File: config.mk
export PLATFORM = sky130hd
export DESIGN_NAME = tpu_host_driver_flat
export DESIGN_NICKNAME = d
export VERILOG_FILES = /design/src/rtl/tpu_drv_pkg.sv /design/src/rtl/tpu_host_driver_if.sv /design/src/rtl/drv_result_buf.sv /design/src/rtl/tpu_host_driver.sv /design/src/flat_wrapper.sv
export SDC_FILE = /design/constraint.sdc
export NUM_CORES = 1
export LEC_CHECK = 0
export ABC_AREA = 1
export CAP_MARGIN = 15
export CORE_MARGIN = 2
export CORE_UTILIZATION = 55
export CTS_CLUSTER_DIAMETER = 40
export DETAILED_ROUTE_END_ITERATION = 12
export GPL_ROUTABILITY_DRIVEN = 0
export PLACE_DENSITY = 0.79
export SLEW_MARGIN = 20
export SYNTH_ARGS = -nofsm -noshare
export SYNTH_HDL_FRONTEND = slang
export SYNTH_SLANG_ARGS = --single-unit
File: constraint.sdc
create_clock -name clk -period 2.2 [get_ports clk]
set_input_delay 0.44 -clock clk [delete_from_list [all_inputs] [get_ports clk]]
set_output_delay 0.44 -clock clk [all_outputs]
set_load 0.01 [all_outputs]
File: src/rtl/tpu_drv_pkg.sv
// Shared opcodes, FSM state type and frame helpers for the TPU host driver.
// Pure definitions, no logic; imported by every tpu_host_driver file.
package tpu_drv_pkg;

  localparam logic [7:0] OP_W   = 8'h01;
  localparam logic [7:0] OP_INP = 8'h02;
  localparam logic [7:0] OP_INS = 8'h03;
  localparam logic [7:0] OP_RUN = 8'h04;

  typedef enum logic [2:0] {
    S_IDLE,
    S_LEN,
    S_LOAD,
    S_START,
    S_WAIT,
    S_CAPTURE,
    S_DRAIN
  } drv_state_t;

  function automatic logic is_load_op(input logic [7:0] op);
    return (op == OP_W) || (op == OP_INP) || (op == OP_INS);
  endfunction

endpackage

File: src/rtl/tpu_host_driver_if.sv
// Command stream, TPU pin bundle and result stream of the TPU host driver.
// master = driver side, slave = host/TPU side.
interface tpu_host_driver_if;
  logic       s_valid;
  logic [7:0] s_data;
  logic       s_ready;
  logic [7:0] ui_in;
  logic       fetch_w;
  logic       fetch_inp;
  logic       fetch_ins;
  logic       start;
  logic [7:0] tpu_out;
  logic       m_valid;
  logic [7:0] m_data;
  logic       m_last;
  logic       m_ready;
  logic       busy;
  logic       err;

  modport master (
    input  s_valid, s_data, tpu_out, m_ready,
    output s_ready, ui_in, fetch_w, fetch_inp, fetch_ins, start,
           m_valid, m_data, m_last, busy, err
  );

  modport slave (
    output s_valid, s_data, tpu_out, m_ready,
    input  s_ready, ui_in, fetch_w, fetch_inp, fetch_ins, start,
           m_valid, m_data, m_last, busy, err
  );
endinterface

File: src/rtl/drv_result_buf.sv
// Result register file: one byte/cycle write during capture, read pointer advanced per drain handshake.
// Latency: read data is combinational on rd pointer; no backpressure on writes. Option macro: TPU_DRV_OUTSUM_EN.
module drv_result_buf #(
  parameter int OUT_BYTES = 4
) (
  input  logic       clk,
  input  logic       reset,
  input  logic       clr,
  input  logic       wr_en,
  input  logic [7:0] wr_data,
  output logic       wr_done,
  input  logic       rd_adv,
  output logic [7:0] rd_data,
  output logic       rd_last
);

`ifdef TPU_DRV_OUTSUM_EN
  localparam int N_RD = OUT_BYTES + 1;
`else
  localparam int N_RD = OUT_BYTES;
`endif
  localparam int PW = $clog2(OUT_BYTES + 2);
  localparam int AW = (OUT_BYTES > 1) ? $clog2(OUT_BYTES) : 1;

  logic [PW-1:0] wr_ptr;
  logic [PW-1:0] rd_ptr;
  logic [7:0]    mem [OUT_BYTES];
`ifdef TPU_DRV_OUTSUM_EN
  logic [7:0]    xsum;
`endif

  always_ff @(posedge clk) begin
    if (!reset) begin
      wr_ptr <= '0;
      rd_ptr <= '0;
      for (int i = 0; i < OUT_BYTES; i++) mem[i] <= 8'h00;
`ifdef TPU_DRV_OUTSUM_EN
      xsum   <= 8'h00;
`endif
    end else if (clr) begin
      wr_ptr <= '0;
      rd_ptr <= '0;
`ifdef TPU_DRV_OUTSUM_EN
      xsum   <= 8'h00;
`endif
    end else begin
      if (wr_en) begin
        mem[wr_ptr[AW-1:0]] <= wr_data;
        wr_ptr              <= wr_ptr + 1'b1;
`ifdef TPU_DRV_OUTSUM_EN
        xsum                <= xsum ^ wr_data;
`endif
      end
      if (rd_adv && !rd_last) rd_ptr <= rd_ptr + 1'b1;
    end
  end

  assign wr_done = (wr_ptr == PW'(OUT_BYTES - 1));
  assign rd_last = (rd_ptr == PW'(N_RD - 1));

`ifdef TPU_DRV_OUTSUM_EN
  // Checksum slot sits one past the captured bytes.
  assign rd_data = (rd_ptr == PW'(OUT_BYTES)) ? xsum : mem[rd_ptr[AW-1:0]];
`else
  assign rd_data = mem[rd_ptr[AW-1:0]];
`endif

endmodule

File: src/rtl/tpu_host_driver.sv
// Host-side TPU driver: frames -> ui_in/fetch strobes, start pulse, result capture -> stream.
// Payload on ui_in one cycle after accept; s_ready low from START to end of DRAIN. Option macro: TPU_DRV_OUTSUM_EN.
module tpu_host_driver
  import tpu_drv_pkg::*;
#(
  parameter int RUN_CYCLES = 16,
  parameter int OUT_BYTES  = 4
) (
  input  logic              clk,
  input  logic              reset,
  tpu_host_driver_if.master bus
);

  localparam logic [7:0] WAIT_LOAD = (RUN_CYCLES > 1) ? 8'(RUN_CYCLES - 2) : 8'd0;

  drv_state_t state, state_nx;
  logic [7:0] op_q;
  logic [7:0] len_q;
  logic [7:0] wait_q;
  logic [7:0] ui_q;
  logic       fw_q, fi_q, fs_q, err_q;
  logic       s_ready_c, s_acc;
  logic       m_valid_c;
  logic       wr_done, rd_last;
  logic [7:0] rd_data;

  assign s_ready_c = (state == S_IDLE) || (state == S_LEN) || (state == S_LOAD);
  assign s_acc     = bus.s_valid && s_ready_c;
  assign m_valid_c = (state == S_DRAIN);

  always_comb begin
    state_nx = state;
    case (state)
      S_IDLE: begin
        if (s_acc) begin
          if (is_load_op(bus.s_data))     state_nx = S_LEN;
          else if (bus.s_data == OP_RUN)  state_nx = S_START;
        end
      end
      S_LEN:     if (s_acc) state_nx = (bus.s_data == 8'd0) ? S_IDLE : S_LOAD;
      S_LOAD:    if (s_acc && len_q == 8'd1) state_nx = S_IDLE;
      S_START:   state_nx = (RUN_CYCLES > 1) ? S_WAIT : S_CAPTURE;
      S_WAIT:    if (wait_q == 8'd0) state_nx = S_CAPTURE;
      S_CAPTURE: if (wr_done) state_nx = S_DRAIN;
      S_DRAIN:   if (bus.m_ready && rd_last) state_nx = S_IDLE;
      default:   state_nx = S_IDLE;
    endcase
  end

  always_ff @(posedge clk) begin
    if (!reset) begin
      state  <= S_IDLE;
      op_q   <= 8'h00;
      len_q  <= 8'h00;
      wait_q <= 8'h00;
      ui_q   <= 8'h00;
      fw_q   <= 1'b0;
      fi_q   <= 1'b0;
      fs_q   <= 1'b0;
      err_q  <= 1'b0;
    end else begin
      state <= state_nx;
      fw_q  <= 1'b0;
      fi_q  <= 1'b0;
      fs_q  <= 1'b0;
      err_q <= 1'b0;
      case (state)
        S_IDLE: if (s_acc) begin
          op_q  <= bus.s_data;
          err_q <= !is_load_op(bus.s_data) && (bus.s_data != OP_RUN);
        end
        S_LEN:  if (s_acc) len_q <= bus.s_data;
        // ui_in holds the last payload byte between accepts.
        S_LOAD: if (s_acc) begin
          ui_q  <= bus.s_data;
          fw_q  <= (op_q == OP_W);
          fi_q  <= (op_q == OP_INP);
          fs_q  <= (op_q == OP_INS);
          len_q <= len_q - 8'd1;
        end
        S_START: wait_q <= WAIT_LOAD;
        S_WAIT:  if (wait_q != 8'd0) wait_q <= wait_q - 8'd1;
        default: ;
      endcase
    end
  end

  drv_result_buf #(.OUT_BYTES(OUT_BYTES)) u_buf (
    .clk     (clk),
    .reset   (reset),
    .clr     (state == S_START),
    .wr_en   (state == S_CAPTURE),
    .wr_data (bus.tpu_out),
    .wr_done (wr_done),
    .rd_adv  (m_valid_c && bus.m_ready),
    .rd_data (rd_data),
    .rd_last (rd_last)
  );

  assign bus.s_ready   = s_ready_c;
  assign bus.ui_in     = ui_q;
  assign bus.fetch_w   = fw_q;
  assign bus.fetch_inp = fi_q;
  assign bus.fetch_ins = fs_q;
  assign bus.start     = (state == S_START);
  assign bus.m_valid   = m_valid_c;
  assign bus.m_data    = m_valid_c ? rd_data : 8'h00;
  assign bus.m_last    = m_valid_c && rd_last;
  assign bus.busy      = (state != S_IDLE);
  assign bus.err       = err_q;

endmodule
File: src/flat_wrapper.sv
// flat-port wrapper written by rule: the top's interface ports become plain ports
module tpu_host_driver_flat import tpu_drv_pkg::*;
#(
  parameter int RUN_CYCLES = 16,
  parameter int OUT_BYTES  = 4
)
  (clk, reset, bus_s_valid, bus_s_data, bus_tpu_out, bus_m_ready, bus_s_ready, bus_ui_in, bus_fetch_w, bus_fetch_inp, bus_fetch_ins, bus_start, bus_m_valid, bus_m_data, bus_m_last, bus_busy, bus_err);
  tpu_host_driver_if bus_i ();
  input  logic clk;
  input  logic reset;
  input wire logic [$bits(bus_i.s_valid)-1:0] bus_s_valid;
  input wire logic [$bits(bus_i.s_data)-1:0] bus_s_data;
  input wire logic [$bits(bus_i.tpu_out)-1:0] bus_tpu_out;
  input wire logic [$bits(bus_i.m_ready)-1:0] bus_m_ready;
  output wire logic [$bits(bus_i.s_ready)-1:0] bus_s_ready;
  output wire logic [$bits(bus_i.ui_in)-1:0] bus_ui_in;
  output wire logic [$bits(bus_i.fetch_w)-1:0] bus_fetch_w;
  output wire logic [$bits(bus_i.fetch_inp)-1:0] bus_fetch_inp;
  output wire logic [$bits(bus_i.fetch_ins)-1:0] bus_fetch_ins;
  output wire logic [$bits(bus_i.start)-1:0] bus_start;
  output wire logic [$bits(bus_i.m_valid)-1:0] bus_m_valid;
  output wire logic [$bits(bus_i.m_data)-1:0] bus_m_data;
  output wire logic [$bits(bus_i.m_last)-1:0] bus_m_last;
  output wire logic [$bits(bus_i.busy)-1:0] bus_busy;
  output wire logic [$bits(bus_i.err)-1:0] bus_err;
  assign bus_i.s_valid = bus_s_valid;
  assign bus_i.s_data = bus_s_data;
  assign bus_i.tpu_out = bus_tpu_out;
  assign bus_i.m_ready = bus_m_ready;
  assign bus_s_ready = bus_i.s_ready;
  assign bus_ui_in = bus_i.ui_in;
  assign bus_fetch_w = bus_i.fetch_w;
  assign bus_fetch_inp = bus_i.fetch_inp;
  assign bus_fetch_ins = bus_i.fetch_ins;
  assign bus_start = bus_i.start;
  assign bus_m_valid = bus_i.m_valid;
  assign bus_m_data = bus_i.m_data;
  assign bus_m_last = bus_i.m_last;
  assign bus_busy = bus_i.busy;
  assign bus_err = bus_i.err;
  tpu_host_driver #(.RUN_CYCLES(RUN_CYCLES), .OUT_BYTES(OUT_BYTES)) u_core (.clk(clk), .reset(reset), .bus(bus_i));
endmodule
; ---- Word level (Yosys, flattened, before mapping)
; Memory sizes are Yosys's and may differ from the RTL's. A register that Yosys moved wholly into a read port is not among the register bits.
; Index checks and enable logic that the tools add are counted.
[totals]
regBits = 45
inputBits = 20
mem_count = 1
ramBits = 32
out_inout_bits = 25
[memory_table]
columns = name, words, width, read_ports, rd_ports_with_merged_regs, write_ports, line_no
row1 = u_core.u_buf.mem, 4, 8, 1, 1, 4, drv_result_buf.sv:27  ; logic [7:0] mem [OUT_BYTES];
[op_classes]
n_mux = 26
n_reduce_logical = 29
addsub = 4
n_eq_ne = 26
bitwise = 1
[op_table]
columns = op, n
row1 = two-way mux 8 bit, 5
row2 = "== test 8 x 2 -> 1 bit, second input constant", 4
row3 = case mux 8 bit (2 select lines), 2
row4 = "== test 8 x 1 -> 1 bit, second input constant", 3
row5 = two-way mux 3 bit, 8
row6 = case mux 3 bit (7 select lines), 1
row7 = zero test 8 bit, 2
row8 = "subtractor 8 x 1 -> 8 bit, second input constant", 2
row9 = "== test 3 x 2 -> 1 bit, second input constant", 4
row10 = "!= test 2 x 1 -> 1 bit, second input constant", 6
row11 = "== test 3 bit, second input constant", 3
row12 = AND reduction 3 bit, 3
row13 = "== test 8 x 3 -> 1 bit, second input constant", 1
row14 = two-way mux 2 bit, 4
row15 = "!= test 8 x 3 -> 1 bit, second input constant", 1
row16 = nonzero test 8 bit, 1
row17 = OR reduction 8 bit, 1
row18 = logical AND 1 bit, 7
row19 = AND reduction 7 bit, 1
row20 = "adder 3 x 1 -> 3 bit, second input constant", 2
row21 = two-way mux 1 bit, 6
row22 = AND reduction 2 bit, 3
row23 = logical OR 1 bit, 4
row24 = "!= test 2 bit, second input constant", 2
row25 = other kinds (8), 10

; ---- Depth between registers and ports, before layout
[logic_depth]
depth_word = 7
depth_mapped = 12

; ---- Modules after synthesis
; Synthesis repeated with hierarchy kept, for this count alone.
[unflattened]
cells_unflattened = 489
hier_area_um2 = 3920.0
[by_module_without_submodules]
columns = module, area_per_inst_um2, n_inst, cells_per_inst
row1 = tpu_host_driver, 2055.7, 1, 302
row2 = drv_result_buf, 1864.3, 1, 187

; ---- Worst setup path before layout
; OpenSTA, ideal clock, no wires.
[synth_path]
kind = flip-flop to flip-flop
from = register u_core.state[0]
to = memory u_core.u_buf.mem[3][0], enable pin
required_time_ns = 1.813
period_less_slack_ns = 1.933
t_arrival_ns = 1.546
stages_incl_launch_ff = 5
setup_ns = 0.387
slack_ns = 0.267
cell_sequence = dfxtp_1 -> nand2_1 -> nor2_2 -> inv_1 -> o31ai_1
[synth_rtl]
columns = item, line_no
row1 = from (decl), tpu_host_driver.sv:16  ; drv_state_t state, state_nx;
row2 = from (signal assigned), tpu_host_driver.sv:62  ; state <= state_nx;
row3 = to (decl), drv_result_buf.sv:27

; ---- Worst setup path after layout
[layout_path]
from = register u_core.state[1]
to = output bus_m_valid
[layout_between]
elab_chain_len = 1
[layout_lines]
columns = item, line_no
row1 = == test 3 bit, tpu_host_driver.sv:29  ; assign m_valid_c = (state == S_DRAIN);
row2 = to (decl), flat_wrapper.sv:21  ; output wire logic [$bits(bus_i.m_valid)-1:0] bus_m_valid;
; Every way passes these cells.

==> tab_implementation.tex <==
\begin{tabular}{lr}
\hline
Metric & Value \\
\hline
\multicolumn{2}{l}{\textbf{GRT}} \\
Global-route wire length before repair & 14.2 mm \\
Overall fraction of global-route tracks in use & 0.243 \\
Number of global-route vias before repair & 3106 \\
Aggregate global routing overflow & 0 \\
Initial antenna violation count & 0 \\
Maximum number of pins on one net before global-route repair & 30 \\
\multicolumn{2}{l}{\textbf{Yosys}} \\
Area leader, netlist & sky130\_fd\_sc\_hd\_\_edfxtp\_1 \\
XOR/XNOR share of the synthesized area & 0.00469 \\
Post-Syn Area per Cell & 7.94 um\^{}2 \\
Share of synthesized registers carrying an async set or reset & 0 \\
Main combinational cell family by area after synthesis & simple AND/OR/NAND/NOR gates \\
Fraction of the mapped netlist area in adder cells & 0.0268 \\
EDFF count, synth & 32 \\
Area share of the leading cell type in the synthesized netlist & 0.257 \\
Post-synth top flop & sky130\_fd\_sc\_hd\_\_dfxtp\_1 \\
Mux cell area share after synthesis & 0 \\
Dominant cell by count in the synthesized netlist & sky130\_fd\_sc\_hd\_\_nor2\_1 \\
Count of synthesis-stage warnings from yosys & 0 \\
Synth cell types & 34 \\
Mapped Cells & 470 \\
Flop and latch count out of synthesis & 79 \\
Post-synth top cells & sky130\_fd\_sc\_hd\_\_nor2\_1 (115), sky130\_fd\_sc\_hd\_\_inv\_1 (49), sky130\_fd\_sc\_hd\_\_o21ai\_0 (49), sky130\_fd\_sc\_hd\_\_dfxtp\_1 (47), sky130\_fd\_sc\_hd\_\_nand2\_1 (46) \\
Fraction of the yosys area taken by sequential cells & 0.510 \\
Post-synth net total & 498 \\
Post-synthesis cell area & 0.00373 mm\^{}2 \\
Area fraction in compound gates after synthesis & 0.152 \\
Post-synthesis simple-gate area fraction & 0.230 \\
Main area contributors after synthesis & sky130\_fd\_sc\_hd\_\_edfxtp\_1 (26\%), sky130\_fd\_sc\_hd\_\_dfxtp\_1 (25\%), sky130\_fd\_sc\_hd\_\_nor2\_1 (12\%) \\
\multicolumn{2}{l}{\textbf{Timing}} \\
Final Setup Violations & 0 \\
RSZ-0062 raised after global routing & no \\
Slew margin rel. & 0.693 \\
Final Cycle Share & 0.967 \\
Total negative setup slack & 0 ns \\
Worst slew pin tran & 0.459 ns \\
Maximum clock frequency & 470 MHz \\
Worst Clk Skew & 0.0109 ns \\
Hold violation total from the final report & 0 \\
Final Max Slew Viols & 0 \\
Clock period minus final worst setup slack & 2.13 ns \\
\multicolumn{2}{l}{\textbf{Setup path}} \\
Crit path top cell by count & sky130\_fd\_sc\_hd\_\_inv\_2 \\
Crit. End Element & output port \\
R2r startpoint & u\_core.state[2]\$\_SDFFE\_PN0P\_ \\
Data arrival at the endpoint of the critical path & 1.69 ns \\
Number of cells on the worst reg-to-reg path & 9 \\
Worst reg2reg path endpoint & u\_core.len\_q[5]\$\_SDFFE\_PN0P\_ \\
Register-to-register path setup slack & 0.29 ns \\
Sum of buffers and inverters on the critical path & 3 \\
Cell-by-cell trace of the critical path & inv\_2 -> nor2\_4 -> nand2\_4 -> inv\_2 -> clkdlybuf4s50\_1 \\
Delay-heaviest family, CP & buffers and inverters \\
Slowest stage cell on the critical path & sky130\_fd\_sc\_hd\_\_clkdlybuf4s50\_1 \\
Critical path launch point type & flip-flop \\
Worst-path fanout max & 10 \\
Path type of the worst setup path & reg -> out \\
CP peak stage delay & 0.53 ns \\
CP Data Required Time & 1.76 ns \\
\multicolumn{2}{l}{\textbf{Routing}} \\
Routed length per instance & 14.2 um \\
Number of nets with antenna violations after detailed routing & 0 \\
DRC errors left & 0 \\
DRT Pass-1 Iters & 5 \\
Total routed wirelength & 8.70 mm \\
Vias per std cell & 5.31 \\
Number of vias after detailed routing & 3258 \\
First DRT Iteration DRCs & 227 \\
\multicolumn{2}{l}{\textbf{Floorplan}} \\
Overall die height & 86.4 um \\
Number of top-level pins & 45 \\
Starting Density & 0.559 \\
Area of the core & 0.00668 mm\^{}2 \\
FP Rows & 30 \\
Die outline width & 86.4 um \\
Area enclosed by the die boundary & 0.00746 mm\^{}2 \\
\multicolumn{2}{l}{\textbf{Clock network}} \\
TritonCTS clock tree & yes \\
Clock-pin slew reported for the worst setup and hold paths after clock tree synthesis & 0.08 ns \\
Number of H-tree levels & 3 \\
Maximum buffer depth of the clock tree & 2 \\
Cell chosen for the clock root & sky130\_fd\_sc\_hd\_\_clkbuf\_8 \\
Latest clock arrival within the worst-skew pair & 0.35 ns \\
Clock sink total & 79 \\
Number of buffers inserted during clock tree synthesis & 9 \\
\multicolumn{2}{l}{\textbf{Placed design}} \\
Dpl hpwl & 6.14 mm \\
Total of buffers placed on input and output ports & 44 \\
\multicolumn{2}{l}{\textbf{Final layout}} \\
Core occupancy in the finished layout & 0.679 \\
Count of antenna diodes in the layout & 0 \\
Fraction of final layout cells with drive strength greater than 1 & 0.0993 \\
Post-layout net count & 557 \\
Relative area change from synthesis to final layout & 21.6\% \\
\multicolumn{2}{l}{\textbf{Power}} \\
Static Leakage & 1.99 nW \\
Sum of internal, switching and leakage power & 4.89 mW \\
Power density normalized to cell area & 1080 mW/mm\^{}2 \\
Maximum vdd drop & 0.846 mV \\
\multicolumn{2}{l}{\textbf{Min path}} \\
Path type of the worst min-delay path & reg -> reg \\
Hold path cells & 1 \\
Hold Path Sink & u\_core.bus.fetch\_inp\$\_SDFF\_PN0\_ \\
Hold path startpoint & u\_core.op\_q[0]\$\_SDFFE\_PN0P\_ \\
\multicolumn{2}{l}{\textbf{Flow run}} \\
Max cap viols & 0 \\
\multicolumn{2}{l}{\textbf{Status}} \\
Result of the run & finished clean \\
\hline
\end{tabular}
==> layout by cell type (no fill, tap or decap), types with 3 or more instances in the layout <==
| cell | count |
|---|---|
| sky130_fd_sc_hd__ha_1 | 8 |
| sky130_fd_sc_hd__inv_2 | 6 |
| sky130_fd_sc_hd__nand3_1 | 17 |
| sky130_fd_sc_hd__clkbuf_8 | 9 |
| sky130_fd_sc_hd__nor3_1 | 5 |
| sky130_fd_sc_hd__nor2_4 | 3 |
| sky130_fd_sc_hd__o21ai_0 | 49 |
| sky130_fd_sc_hd__clkdlybuf4s50_1 | 35 |
| sky130_fd_sc_hd__buf_4 | 17 |
| sky130_fd_sc_hd__o21ai_1 | 6 |
| sky130_fd_sc_hd__inv_1 | 49 |
| sky130_fd_sc_hd__a31oi_1 | 3 |
| sky130_fd_sc_hd__dlymetal6s2s_1 | 3 |
| sky130_fd_sc_hd__clkbuf_1 | 3 |
| sky130_fd_sc_hd__clkinv_2 | 3 |
| sky130_fd_sc_hd__nand2_2 | 4 |
| sky130_fd_sc_hd__a21oi_1 | 41 |
| sky130_fd_sc_hd__nor2_1 | 114 |
| sky130_fd_sc_hd__nand4_1 | 7 |
| sky130_fd_sc_hd__edfxtp_1 | 32 |
| sky130_fd_sc_hd__dlygate4sd2_1 | 6 |
| sky130_fd_sc_hd__nand2_1 | 46 |
| sky130_fd_sc_hd__dfxtp_1 | 46 |
| sky130_fd_sc_hd__nand2_4 | 3 |
==> routing by layer <==
layer | global-route usage | routed length, um
met2 | 0.416 | 4310
met4 | 0.0938 | 131
met5 | 0 | 0
met1 | 0.308 | 3900
met3 | 0.0400 | 358
==> report_power, final <==
part	internal, mW	total, mW	switching [mW]
registers	1.76	1.93	0.176
clock network	0.522	1.03	0.503
logic	0.738	1.93	1.19
total	3.02	4.89	1.87
==> cells by family after synthesis <==
group	after synthesis
simple gates	203
compound gates	107
flops	79
xor+xnor	2
buf+inv	71
fa+ha+maj	8
==> cell type report <==
class	count	area (um^2)
Tap cell	80	100
Timing Repair Buffer	62	579
Clock inverter	4	47.5
Fill cell	565	2140
Inverter	57	218
Multi-Input combinational cell	320	1560
Sequential cell	79	1900
Clock buffer	12	135
==> how the worst max path moves through the flow <==
stage	start	to	slack [ns]	cells past startpoint
floorplan	u_core.state[0]$_SDFFE_PN0P_	u_core.u_buf.mem[3][0]$_DFFE_PP_	0.27	4
global placement	bus_s_valid	u_core.state[1]$_SDFFE_PN0P_	0.20	8
detailed placement	bus_s_data[7]	u_core.state[1]$_SDFFE_PN0P_	0.19	9
CTS	u_core.state[1]$_SDFFE_PN0P_	bus_m_data[0]	0.001	5
global route	flip-flop	bus_m_data[2]	0.02	7
finish	u_core.state[1]$_SDFFE_PN0P_	bus_m_valid	0.07	5
==> sequential cells by signal (all words and copies together) (netlist names), named ones only <==
register,flops
u_core.u_buf.mem,32
u_core.bus.ui_in,8
u_core.len_q,8
u_core.op_q,8
u_core.wait_q,8
u_core.state,3
u_core.u_buf.rd_ptr,3
u_core.u_buf.wr_ptr,3
u_core.bus.err,1
u_core.bus.fetch_inp,1
u_core.bus.fetch_ins,1
u_core.bus.fetch_w,1
==> metrics by stage <==
step                setup WS [ns]  std cells  area (um^2)  hold slack [ns]
floorplan                   0.267        470         3730            0.392
CTS                       0.00107        612         4510            0.427
global placement            0.197        593         4300            0.399
global route               0.0242        614         4540            0.449
detailed placement          0.188        593         4300            0.421
finish                     0.0720        614         4540            0.430
==> timing repair <==
action / 4_1_cts / 5_1_grt
hold buffers: 0 / 0
endpoints found under the hold margin: 0 / 0
setup buffers: 3 / 2
gates resized for setup: 10 / 5
gates cloned: 0 / 0
pin swaps: 1 / 0
setup endpoints to repair: 10 / 5
==> worst reg2reg max path: cells and delay by family (launching register included) <==
| family | cells | cell delay [ns] |
|---|---|---|
| compound gates | 2 | 0.21 |
| buf+inv | 4 | 0.61 |
| flops | 1 | 0.53 |
| simple gates | 3 | 0.46 |
Power figures use the tool's default switching activity.
